**config.mk**
```make
export PLATFORM = sky130hd
export DESIGN_NAME = adc_capture_ctrl
export DESIGN_NICKNAME = d
export VERILOG_FILES = /design/src/rtl/adc_capture_pkg.sv /design/src/rtl/axil_regs.sv /design/src/rtl/adc_capture_ctrl.sv
export SDC_FILE = /design/constraint.sdc
export NUM_CORES = 1
export LEC_CHECK = 0
export CORE_MARGIN = 5
export CORE_UTILIZATION = 33
export DETAILED_ROUTE_END_ITERATION = 8
export SYNTH_ARGS = -nofsm -noshare
export SYNTH_HDL_FRONTEND = slang
export SYNTH_SLANG_ARGS = --single-unit
```
**constraint.sdc**
```tcl
create_clock -name s_axi_aclk -period 2 [get_ports s_axi_aclk]
set_input_delay 0.2 -clock s_axi_aclk [delete_from_list [all_inputs] [get_ports s_axi_aclk]]
set_output_delay 0.2 -clock s_axi_aclk [all_outputs]
set_load 0.1 [all_outputs]
```
**src/rtl/adc_capture_pkg.sv**
```systemverilog
// Shared constants, register map and types for the AD9643 capture controller.
package adc_capture_pkg;

  localparam logic [1:0] REG_CTRL      = 2'd0;
  localparam logic [1:0] REG_FRAME_LEN = 2'd1;
  localparam logic [1:0] REG_STATUS    = 2'd2;
  localparam logic [1:0] REG_ID        = 2'd3;

  localparam int unsigned CTRL_ENABLE  = 0;
  localparam int unsigned CTRL_MODE    = 1;
  localparam int unsigned CTRL_ARM     = 2;
  localparam int unsigned CTRL_TEST    = 3;
  localparam int unsigned CTRL_CLR_OVF = 4;

  localparam int unsigned STATUS_BUSY    = 0;
  localparam int unsigned STATUS_DONE    = 1;
  localparam int unsigned STATUS_OVF_LSB = 16;

  localparam int unsigned OVF_W  = 16;
  localparam int unsigned LANE_W = 16;

  localparam logic [15:0] ID_BASE = 16'hAD96;

  localparam logic [1:0] RESP_OKAY   = 2'b00;
  localparam logic [1:0] RESP_SLVERR = 2'b10;

  // Field order mirrors CTRL bits [4:0]; arm and clr_ovf are single-cycle strobes.
  typedef struct packed {
    logic clr_ovf;
    logic test;
    logic arm;
    logic mode;
    logic enable;
  } ctrl_t;

  typedef enum logic [1:0] {
    ST_IDLE   = 2'd0,
    ST_STREAM = 2'd1,
    ST_DRAIN  = 2'd2
  } state_t;

endpackage

```
**src/rtl/axil_regs.sv**
```systemverilog
// AXI4-Lite slave with the CTRL/FRAME_LEN/STATUS/ID register bank.
module axil_regs
  import adc_capture_pkg::*;
#(
  parameter int unsigned NUM_CH   = 2,
  parameter int unsigned SAMPLE_W = 14,
  parameter int unsigned LEN_W    = 16,
  parameter int unsigned ADDR_W   = 4
) (
  input  logic              clk,
  input  logic              rst_n,
  input  logic [ADDR_W-1:0] s_axi_awaddr,
  input  logic              s_axi_awvalid,
  output logic              s_axi_awready,
  input  logic [31:0]       s_axi_wdata,
  input  logic [3:0]        s_axi_wstrb,
  input  logic              s_axi_wvalid,
  output logic              s_axi_wready,
  output logic [1:0]        s_axi_bresp,
  output logic              s_axi_bvalid,
  input  logic              s_axi_bready,
  input  logic [ADDR_W-1:0] s_axi_araddr,
  input  logic              s_axi_arvalid,
  output logic              s_axi_arready,
  output logic [31:0]       s_axi_rdata,
  output logic [1:0]        s_axi_rresp,
  output logic              s_axi_rvalid,
  input  logic              s_axi_rready,
  input  logic              busy,
  input  logic              done,
  input  logic [OVF_W-1:0]  ovf_cnt,
  output ctrl_t             ctrl,
  output logic [LEN_W-1:0]  frame_len
);

  logic        wr_fire;
  logic        rd_fire;
  logic        wr_unmapped;
  logic        rd_unmapped;
  logic [1:0]  wr_sel;
  logic [1:0]  rd_sel;
  logic [31:0] rd_word;
  logic        unused;

  // Byte lanes are not supported and the low address bits are always word-aligned.
  assign unused = ^{s_axi_wstrb, s_axi_awaddr[1:0], s_axi_araddr[1:0]};

  assign wr_fire     = s_axi_awready & s_axi_awvalid & s_axi_wvalid;
  assign rd_fire     = s_axi_arready & s_axi_arvalid;
  assign wr_unmapped = |(s_axi_awaddr >> 4);
  assign rd_unmapped = |(s_axi_araddr >> 4);
  assign wr_sel      = s_axi_awaddr[3:2];
  assign rd_sel      = s_axi_araddr[3:2];

  // Write channel and register file; arm/clr_ovf self-clear after one cycle.
  always_ff @(posedge clk or negedge rst_n) begin
    if (!rst_n) begin
      s_axi_awready <= 1'b0;
      s_axi_wready  <= 1'b0;
      s_axi_bvalid  <= 1'b0;
      s_axi_bresp   <= RESP_OKAY;
      ctrl          <= '0;
      frame_len     <= '0;
    end else begin
      s_axi_awready <= 1'b0;
      s_axi_wready  <= 1'b0;
      ctrl.arm      <= 1'b0;
      ctrl.clr_ovf  <= 1'b0;
      if (!s_axi_bvalid && !s_axi_awready && s_axi_awvalid && s_axi_wvalid) begin
        s_axi_awready <= 1'b1;
        s_axi_wready  <= 1'b1;
      end
      if (wr_fire) begin
        s_axi_bvalid <= 1'b1;
        s_axi_bresp  <= wr_unmapped ? RESP_SLVERR : RESP_OKAY;
        if (!wr_unmapped) begin
          case (wr_sel)
            REG_CTRL:      ctrl      <= ctrl_t'(s_axi_wdata[4:0]);
            REG_FRAME_LEN: frame_len <= s_axi_wdata[LEN_W-1:0];
            default:       ;
          endcase
        end
      end else if (s_axi_bvalid && s_axi_bready) begin
        s_axi_bvalid <= 1'b0;
      end
    end
  end

  always_comb begin
    rd_word = '0;
    case (rd_sel)
      REG_CTRL: begin
        rd_word[CTRL_ENABLE] = ctrl.enable;
        rd_word[CTRL_MODE]   = ctrl.mode;
        rd_word[CTRL_TEST]   = ctrl.test;
      end
      REG_FRAME_LEN: rd_word[LEN_W-1:0] = frame_len;
      REG_STATUS: begin
        rd_word[STATUS_BUSY]                = busy;
        rd_word[STATUS_DONE]                = done;
        rd_word[STATUS_OVF_LSB +: OVF_W]    = ovf_cnt;
      end
      default: rd_word = {ID_BASE, 8'(NUM_CH), 8'(SAMPLE_W)};
    endcase
  end

  // Read channel: STATUS is sampled at the address handshake.
  always_ff @(posedge clk or negedge rst_n) begin
    if (!rst_n) begin
      s_axi_arready <= 1'b0;
      s_axi_rvalid  <= 1'b0;
      s_axi_rdata   <= '0;
      s_axi_rresp   <= RESP_OKAY;
    end else begin
      s_axi_arready <= 1'b0;
      if (!s_axi_rvalid && !s_axi_arready && s_axi_arvalid) begin
        s_axi_arready <= 1'b1;
      end
      if (rd_fire) begin
        s_axi_rvalid <= 1'b1;
        s_axi_rdata  <= rd_unmapped ? 32'd0 : rd_word;
        s_axi_rresp  <= rd_unmapped ? RESP_SLVERR : RESP_OKAY;
      end else if (s_axi_rvalid && s_axi_rready) begin
        s_axi_rvalid <= 1'b0;
      end
    end
  end

endmodule

```
**src/rtl/adc_capture_ctrl.sv**
```systemverilog
// Capture controller: frames ADC samples into AXI4-Stream beats with tlast,
// counts samples lost to backpressure, and hosts the AXI4-Lite register bank.
module adc_capture_ctrl
  import adc_capture_pkg::*;
#(
  parameter int unsigned NUM_CH   = 2,
  parameter int unsigned SAMPLE_W = 14,
  parameter int unsigned LEN_W    = 16,
  parameter int unsigned ADDR_W   = 4
) (
  input  logic                       s_axi_aclk,
  input  logic                       s_axi_aresetn,
  input  logic [ADDR_W-1:0]          s_axi_awaddr,
  input  logic                       s_axi_awvalid,
  output logic                       s_axi_awready,
  input  logic [31:0]                s_axi_wdata,
  input  logic [3:0]                 s_axi_wstrb,
  input  logic                       s_axi_wvalid,
  output logic                       s_axi_wready,
  output logic [1:0]                 s_axi_bresp,
  output logic                       s_axi_bvalid,
  input  logic                       s_axi_bready,
  input  logic [ADDR_W-1:0]          s_axi_araddr,
  input  logic                       s_axi_arvalid,
  output logic                       s_axi_arready,
  output logic [31:0]                s_axi_rdata,
  output logic [1:0]                 s_axi_rresp,
  output logic                       s_axi_rvalid,
  input  logic                       s_axi_rready,
  input  logic                       sample_valid,
  input  logic [NUM_CH*SAMPLE_W-1:0] sample_data,
  output logic [NUM_CH*LANE_W-1:0]   m_axis_tdata,
  output logic                       m_axis_tvalid,
  output logic                       m_axis_tlast,
  input  logic                       m_axis_tready
);

  localparam int unsigned TDATA_W = NUM_CH * LANE_W;

  ctrl_t                       ctrl;
  logic [LEN_W-1:0]            frame_len;
  state_t                      state;
  state_t                      state_next;
  logic [LEN_W-1:0]            beat_cnt;
  logic [LEN_W-1:0]            last_idx;
  logic [SAMPLE_W-1:0]         ramp;
  logic [OVF_W-1:0]            ovf_cnt;
  logic                        done;
  logic                        busy;
  logic                        can_load;
  logic                        is_last;
  logic                        start;
  logic                        capture;
  logic                        drop;
  logic                        finish;
  logic signed [SAMPLE_W-1:0]  smp;
  logic [TDATA_W-1:0]          lanes;

  axil_regs #(
    .NUM_CH   (NUM_CH),
    .SAMPLE_W (SAMPLE_W),
    .LEN_W    (LEN_W),
    .ADDR_W   (ADDR_W)
  ) u_regs (
    .clk           (s_axi_aclk),
    .rst_n         (s_axi_aresetn),
    .s_axi_awaddr  (s_axi_awaddr),
    .s_axi_awvalid (s_axi_awvalid),
    .s_axi_awready (s_axi_awready),
    .s_axi_wdata   (s_axi_wdata),
    .s_axi_wstrb   (s_axi_wstrb),
    .s_axi_wvalid  (s_axi_wvalid),
    .s_axi_wready  (s_axi_wready),
    .s_axi_bresp   (s_axi_bresp),
    .s_axi_bvalid  (s_axi_bvalid),
    .s_axi_bready  (s_axi_bready),
    .s_axi_araddr  (s_axi_araddr),
    .s_axi_arvalid (s_axi_arvalid),
    .s_axi_arready (s_axi_arready),
    .s_axi_rdata   (s_axi_rdata),
    .s_axi_rresp   (s_axi_rresp),
    .s_axi_rvalid  (s_axi_rvalid),
    .s_axi_rready  (s_axi_rready),
    .busy          (busy),
    .done          (done),
    .ovf_cnt       (ovf_cnt),
    .ctrl          (ctrl),
    .frame_len     (frame_len)
  );

  assign busy     = (state != ST_IDLE);
  assign can_load = !m_axis_tvalid || m_axis_tready;
  assign is_last  = (beat_cnt == last_idx);

  always_ff @(posedge s_axi_aclk or negedge s_axi_aresetn) begin
    if (!s_axi_aresetn) state <= ST_IDLE;
    else                state <= state_next;
  end

  // Frames end only on a captured tlast beat, so clearing enable never truncates.
  always_comb begin
    state_next = state;
    start      = 1'b0;
    capture    = 1'b0;
    drop       = 1'b0;
    finish     = 1'b0;
    case (state)
      ST_IDLE: begin
        if (ctrl.enable && (!ctrl.mode || ctrl.arm)) begin
          state_next = ST_STREAM;
          start      = 1'b1;
        end
      end
      ST_STREAM: begin
        if (sample_valid) begin
          if (can_load) begin
            capture = 1'b1;
            if (is_last && (ctrl.mode || !ctrl.enable)) state_next = ST_DRAIN;
          end else begin
            drop = 1'b1;
          end
        end
      end
      ST_DRAIN: begin
        if (!m_axis_tvalid) begin
          state_next = ST_IDLE;
          finish     = ctrl.mode;
        end
      end
      default: state_next = ST_IDLE;
    endcase
  end

  // Per-lane source select and sign extension to 16 bits.
  always_comb begin
    lanes = '0;
    smp   = '0;
    for (int k = 0; k < int'(NUM_CH); k++) begin
      smp = ctrl.test ? ramp + SAMPLE_W'(k) : sample_data[k*SAMPLE_W +: SAMPLE_W];
      lanes[k*LANE_W +: LANE_W] = LANE_W'(smp);
    end
  end

  // Frame length of 0 is treated as 1, i.e. every beat is a tlast beat.
  always_ff @(posedge s_axi_aclk or negedge s_axi_aresetn) begin
    if (!s_axi_aresetn) begin
      beat_cnt <= '0;
      last_idx <= '0;
      ramp     <= '0;
    end else if (start) begin
      beat_cnt <= '0;
      last_idx <= (frame_len == '0) ? '0 : frame_len - LEN_W'(1);
      ramp     <= '0;
    end else if (capture) begin
      beat_cnt <= is_last ? '0 : beat_cnt + LEN_W'(1);
      ramp     <= ramp + SAMPLE_W'(1);
    end
  end

  always_ff @(posedge s_axi_aclk or negedge s_axi_aresetn) begin
    if (!s_axi_aresetn) begin
      m_axis_tvalid <= 1'b0;
      m_axis_tdata  <= '0;
      m_axis_tlast  <= 1'b0;
    end else if (capture) begin
      m_axis_tvalid <= 1'b1;
      m_axis_tdata  <= lanes;
      m_axis_tlast  <= is_last;
    end else if (m_axis_tready) begin
      m_axis_tvalid <= 1'b0;
    end
  end

  // Overflow counter saturates; a coincident clear takes priority.
  always_ff @(posedge s_axi_aclk or negedge s_axi_aresetn) begin
    if (!s_axi_aresetn) begin
      ovf_cnt <= '0;
    end else if (ctrl.clr_ovf) begin
      ovf_cnt <= '0;
    end else if (drop && (ovf_cnt != '1)) begin
      ovf_cnt <= ovf_cnt + OVF_W'(1);
    end
  end

  always_ff @(posedge s_axi_aclk or negedge s_axi_aresetn) begin
    if (!s_axi_aresetn) begin
      done <= 1'b0;
    end else if (finish) begin
      done <= 1'b1;
    end else if (ctrl.arm && (state == ST_IDLE)) begin
      done <= 1'b0;
    end
  end

endmodule

```
==> implementation parameters <==
Parameter                              Value

Floorplanning
  Standard cell core area ... approximately 22000 um2
  Number of cell rows ... 54
  Die area ... about 25000 um2
  Die Span X ... about 160 um
  Die height ... 159 um
  Starting density of the core ... 0.336
  Number of primary I/O pins ... ~160

Cells and area
  Count of inserted antenna diode cells ... 0
  Layout cells sized above 1 ... 0.200
  Area growth from synthesis to layout ... 30.2%
  Fin nets ... between 900 and 1000

Logic synthesis
  Part of the Yosys area used for sequential elements ... 0.519
  Async set or reset register ratio after synthesis ... 1.00
  Most instantiated flip-flop cell in the synthesis netlist ... dfrtp_1
  Count of flip-flops with a built-in enable after synthesis ... 0
  Gate Count Post-Synth ... 740
  Count of yosys warnings during synthesis ... 0
  Number of flip-flops and latches in the synthesized netlist ... 152
  Avg Inst Size Synth ... roughly 9.9 um2
  Post-synth design cell area ... between 7000 and 8000 um2
  Distinct cells, synth ... 57

Critical path
  Maximum net fanout on the critical path ... 6
  Data arrival, critical path ... 2160 ps
  Depth of the worst register-to-register path ... 6
  Destination of the worst register-to-register timing path ... state[1]
  Sort of element at the start of the critical path ... flip-flop
  Source of the critical timing path ... beat_cnt[9]
  R2r startpoint ... beat_cnt[9]
  Type of the worst setup path ... flip-flop to flip-flop
  Kind of end point of the critical path ... flip-flop
  Data required time of the worst path ... 2350 ps
  Minimum setup slack among reg-to-reg paths ... 190 ps

GRT
  Total gr overflow ... 0
  Maximum number of pins on one net before global-route repair ... 49
  Wire length of the first global-routing pass ... approximately 31000 um
  Initial antenna violation count ... 0
  Tot GR Track Use ... 0.147
  Number of global-route vias before repair ... just under 6000

Routing
  Aggregate routed wire length ... between 15000 and 20000 um
  Via density per instance ... between 4 and 5
  WL per Instance ... 15.7 um
  Residual DRC ... 0
  Routed length on met1 ... 8820 um
  Number of iterations in the first detailed-routing pass ... 4
  Iter 0 DRT Violations ... around 340
  Remaining antenna violation count after routing ... 0
  Overall via count from detail_route ... just under 6000
  Amount of wire on met3 after detailed routing ... 908 um
  Met2 wirelength from detailed routing ... approximately 8400 um
  Highest metal layer with signal wires ... met4

Timing
  Worst Clk Skew ... 13.5 ps
  Setup repair after global routing missed its margin ... false
  Peak Freq ... between 500 and 600 MHz
  Endpoints failing hold ... 0
  Worst Setup Slack, final ... approximately 190 ps
  Fin crit share ... 0.906
  Worst-margin pin slew ... between 800 and 900 ps
  Slew Limit Headroom ... 0.442
  Final setup vio count ... 0
  Min cycle time layout ... about 1800 ps
  Number of pins with negative max-slew slack in the final report ... 0
  Setup tns final ... 0 ps

Min path
  Worst hold-check path type ... primary input to asynchronous set/reset pin

Power
  Leakage ... around 4.3 nW
  Power density over cell area ... roughly 1200 nW/um2
  IR Drop Worst-Case VDD ... slightly above 0.0008 V

Clock network
  Clock tree root driver cell ... clkbuf_16
  Clock Path Buffers ... 2
  Clock tree from TritonCTS ... built
  Clk pin slew, worst setup/hold paths ... about 70 ps
  Number of sinks on the clock net ... 152
  Clock buffer count from CTS ... 17
  H-tree levels ... 4
  Skew-Pair Late Insertion Delay ... 430 ps

Placement
  Pre-CTS setup slack ... roughly 75 ps
  Routability congestion estimate from global placement ... 0.754
  Final HPWL from detailed placement ... roughly 13000 um
  Count of buffers from port buffering ... 127

Run status
  Outcome ... finished, final reports clean

Job
  Max-cap check violation count ... 0
## stage by stage
step / area, um2 / utilization / power, mW / hold slack [ps] / cells
global placement: 8940 / 0.410 / 8.57 / 95.9 / 1143
floorplan: 7350 / - / 7.44 / -95.6 / 743
global route: 9550 / 0.437 / 12.4 / 207 / 1176
CTS: 9540 / 0.437 / 11.9 / 195 / 1176
finish: 9550 / 0.437 / 11.8 / 202 / 1176
detailed placement: 8940 / 0.410 / 8.63 / 92.5 / 1143
## cell usage after synthesis (19+ instances only)
master      n  area [um2]
clkbuf_1   31         116
dfrtp_1   152        3800
a21oi_1    19        95.1
nand3_1    24         120
nor2_1     37         139
nand2_1   102         383
a22o_1     19         166
mux2i_1    21         210
mux2_2     19         214
o21ai_0    98         490
xor2_1     24         210
xnor2_1    26         228
## flip-flops by register name (all words and copies together) (netlist names), 2 cells and up
signal	cells
u_regs.s_axi_rdata	32
m_axis_tdata	28
beat_cnt	16
last_idx	16
ovf_cnt	16
u_regs.frame_len	16
ramp	14
u_regs.ctrl	5
state	2
## worst max-delay path by stage
stage	to	slack, ps	cells after the start
floorplan	beat_cnt[15]	50	7
global placement	last_idx[3]	120	6
detailed placement	ramp[8]	80	7
CTS	last_idx[3]	70	6
global route	state[1]	10	6
finish	state[1]	190	6
## critical path: stages (launching register included)
cell     delay (ps)
dfrtp_1         450
xor2_1          190
nor4_1          270
nand4_1         120
buf_4           170
or4_1           460
o21ai_1          80
## layout make-up
class / count / area (um2)
timing repair buffer: 170 / 1480
tap: 280 / 350
clock inverter: 13 / 134
sequential: 152 / 3810
clock buffer: 19 / 453
multi-input combinational: 528 / 3270
inverter: 14 / 52.6
fill: 2098 / 12300
## kinds of logic (layout without fill, tap and decap cells)
kind of cell / Yosys count / count (layout) / share of synthesized area
other: 1 / 4 / 0.000511
AND/OR/NAND/NOR: 250 / 250 / 0.170
AO/OA/AOI/OAI: 179 / 179 / 0.146
flip-flops: 152 / 152 / 0.519
adder cells (fa/ha/maj): 5 / 5 / 0.00853
multiplexers: 40 / 40 / 0.0578
buffers and inverters: 63 / 216 / 0.0387
XOR/XNOR: 50 / 50 / 0.0597
## metal layers
layer / vias up / track usage
met5: - / 0
met4: 0 / 0.0481
met3: 22 / 0.0349
met2: 143 / 0.228
met1: 2817 / 0.205
li1: 2897 / -
## power breakdown
part,total (mW),internal (mW),leakage [nW],switching [mW]
clock network,3.21,1.82,0.285,1.40
logic,4.30,1.23,2.00,3.06
registers,4.24,3.67,1.98,0.570
total,11.8,6.72,4.27,5.03
## what timing repair did
action	4_1_cts	5_1_grt
endpoints found under the hold margin	110	0
endpoints found under the setup margin	0	2
setup buffers	0	0
hold buffers	1	0
gates resized for setup	0	1
## placed cells by master (no fill, tap or decap), types with 6 or more instances in the layout
| cell | netlist | final |
|---|---|---|
| clkbuf_16 | 0 | 17 |
| nand2b_1 | 6 | 6 |
| a22o_1 | 19 | 19 |
| a21oi_1 | 19 | 19 |
| nor2_1 | 37 | 37 |
| nor3_1 | 14 | 14 |
| clkdlybuf4s50_1 | 0 | 55 |
| nor4_1 | 9 | 8 |
| nand3_1 | 24 | 24 |
| xnor2_1 | 26 | 26 |
| and3_1 | 11 | 11 |
| o21ai_0 | 98 | 98 |
| o22ai_1 | 6 | 6 |
| inv_1 | 14 | 14 |
| xor2_1 | 24 | 24 |
| buf_4 | 9 | 108 |
| dfrtp_1 | 152 | 149 |
| nand2_1 | 102 | 101 |
| mux2_2 | 19 | 19 |
| nand4_1 | 14 | 14 |
| mux2i_1 | 21 | 21 |
Power figures use the tool's default switching activity.
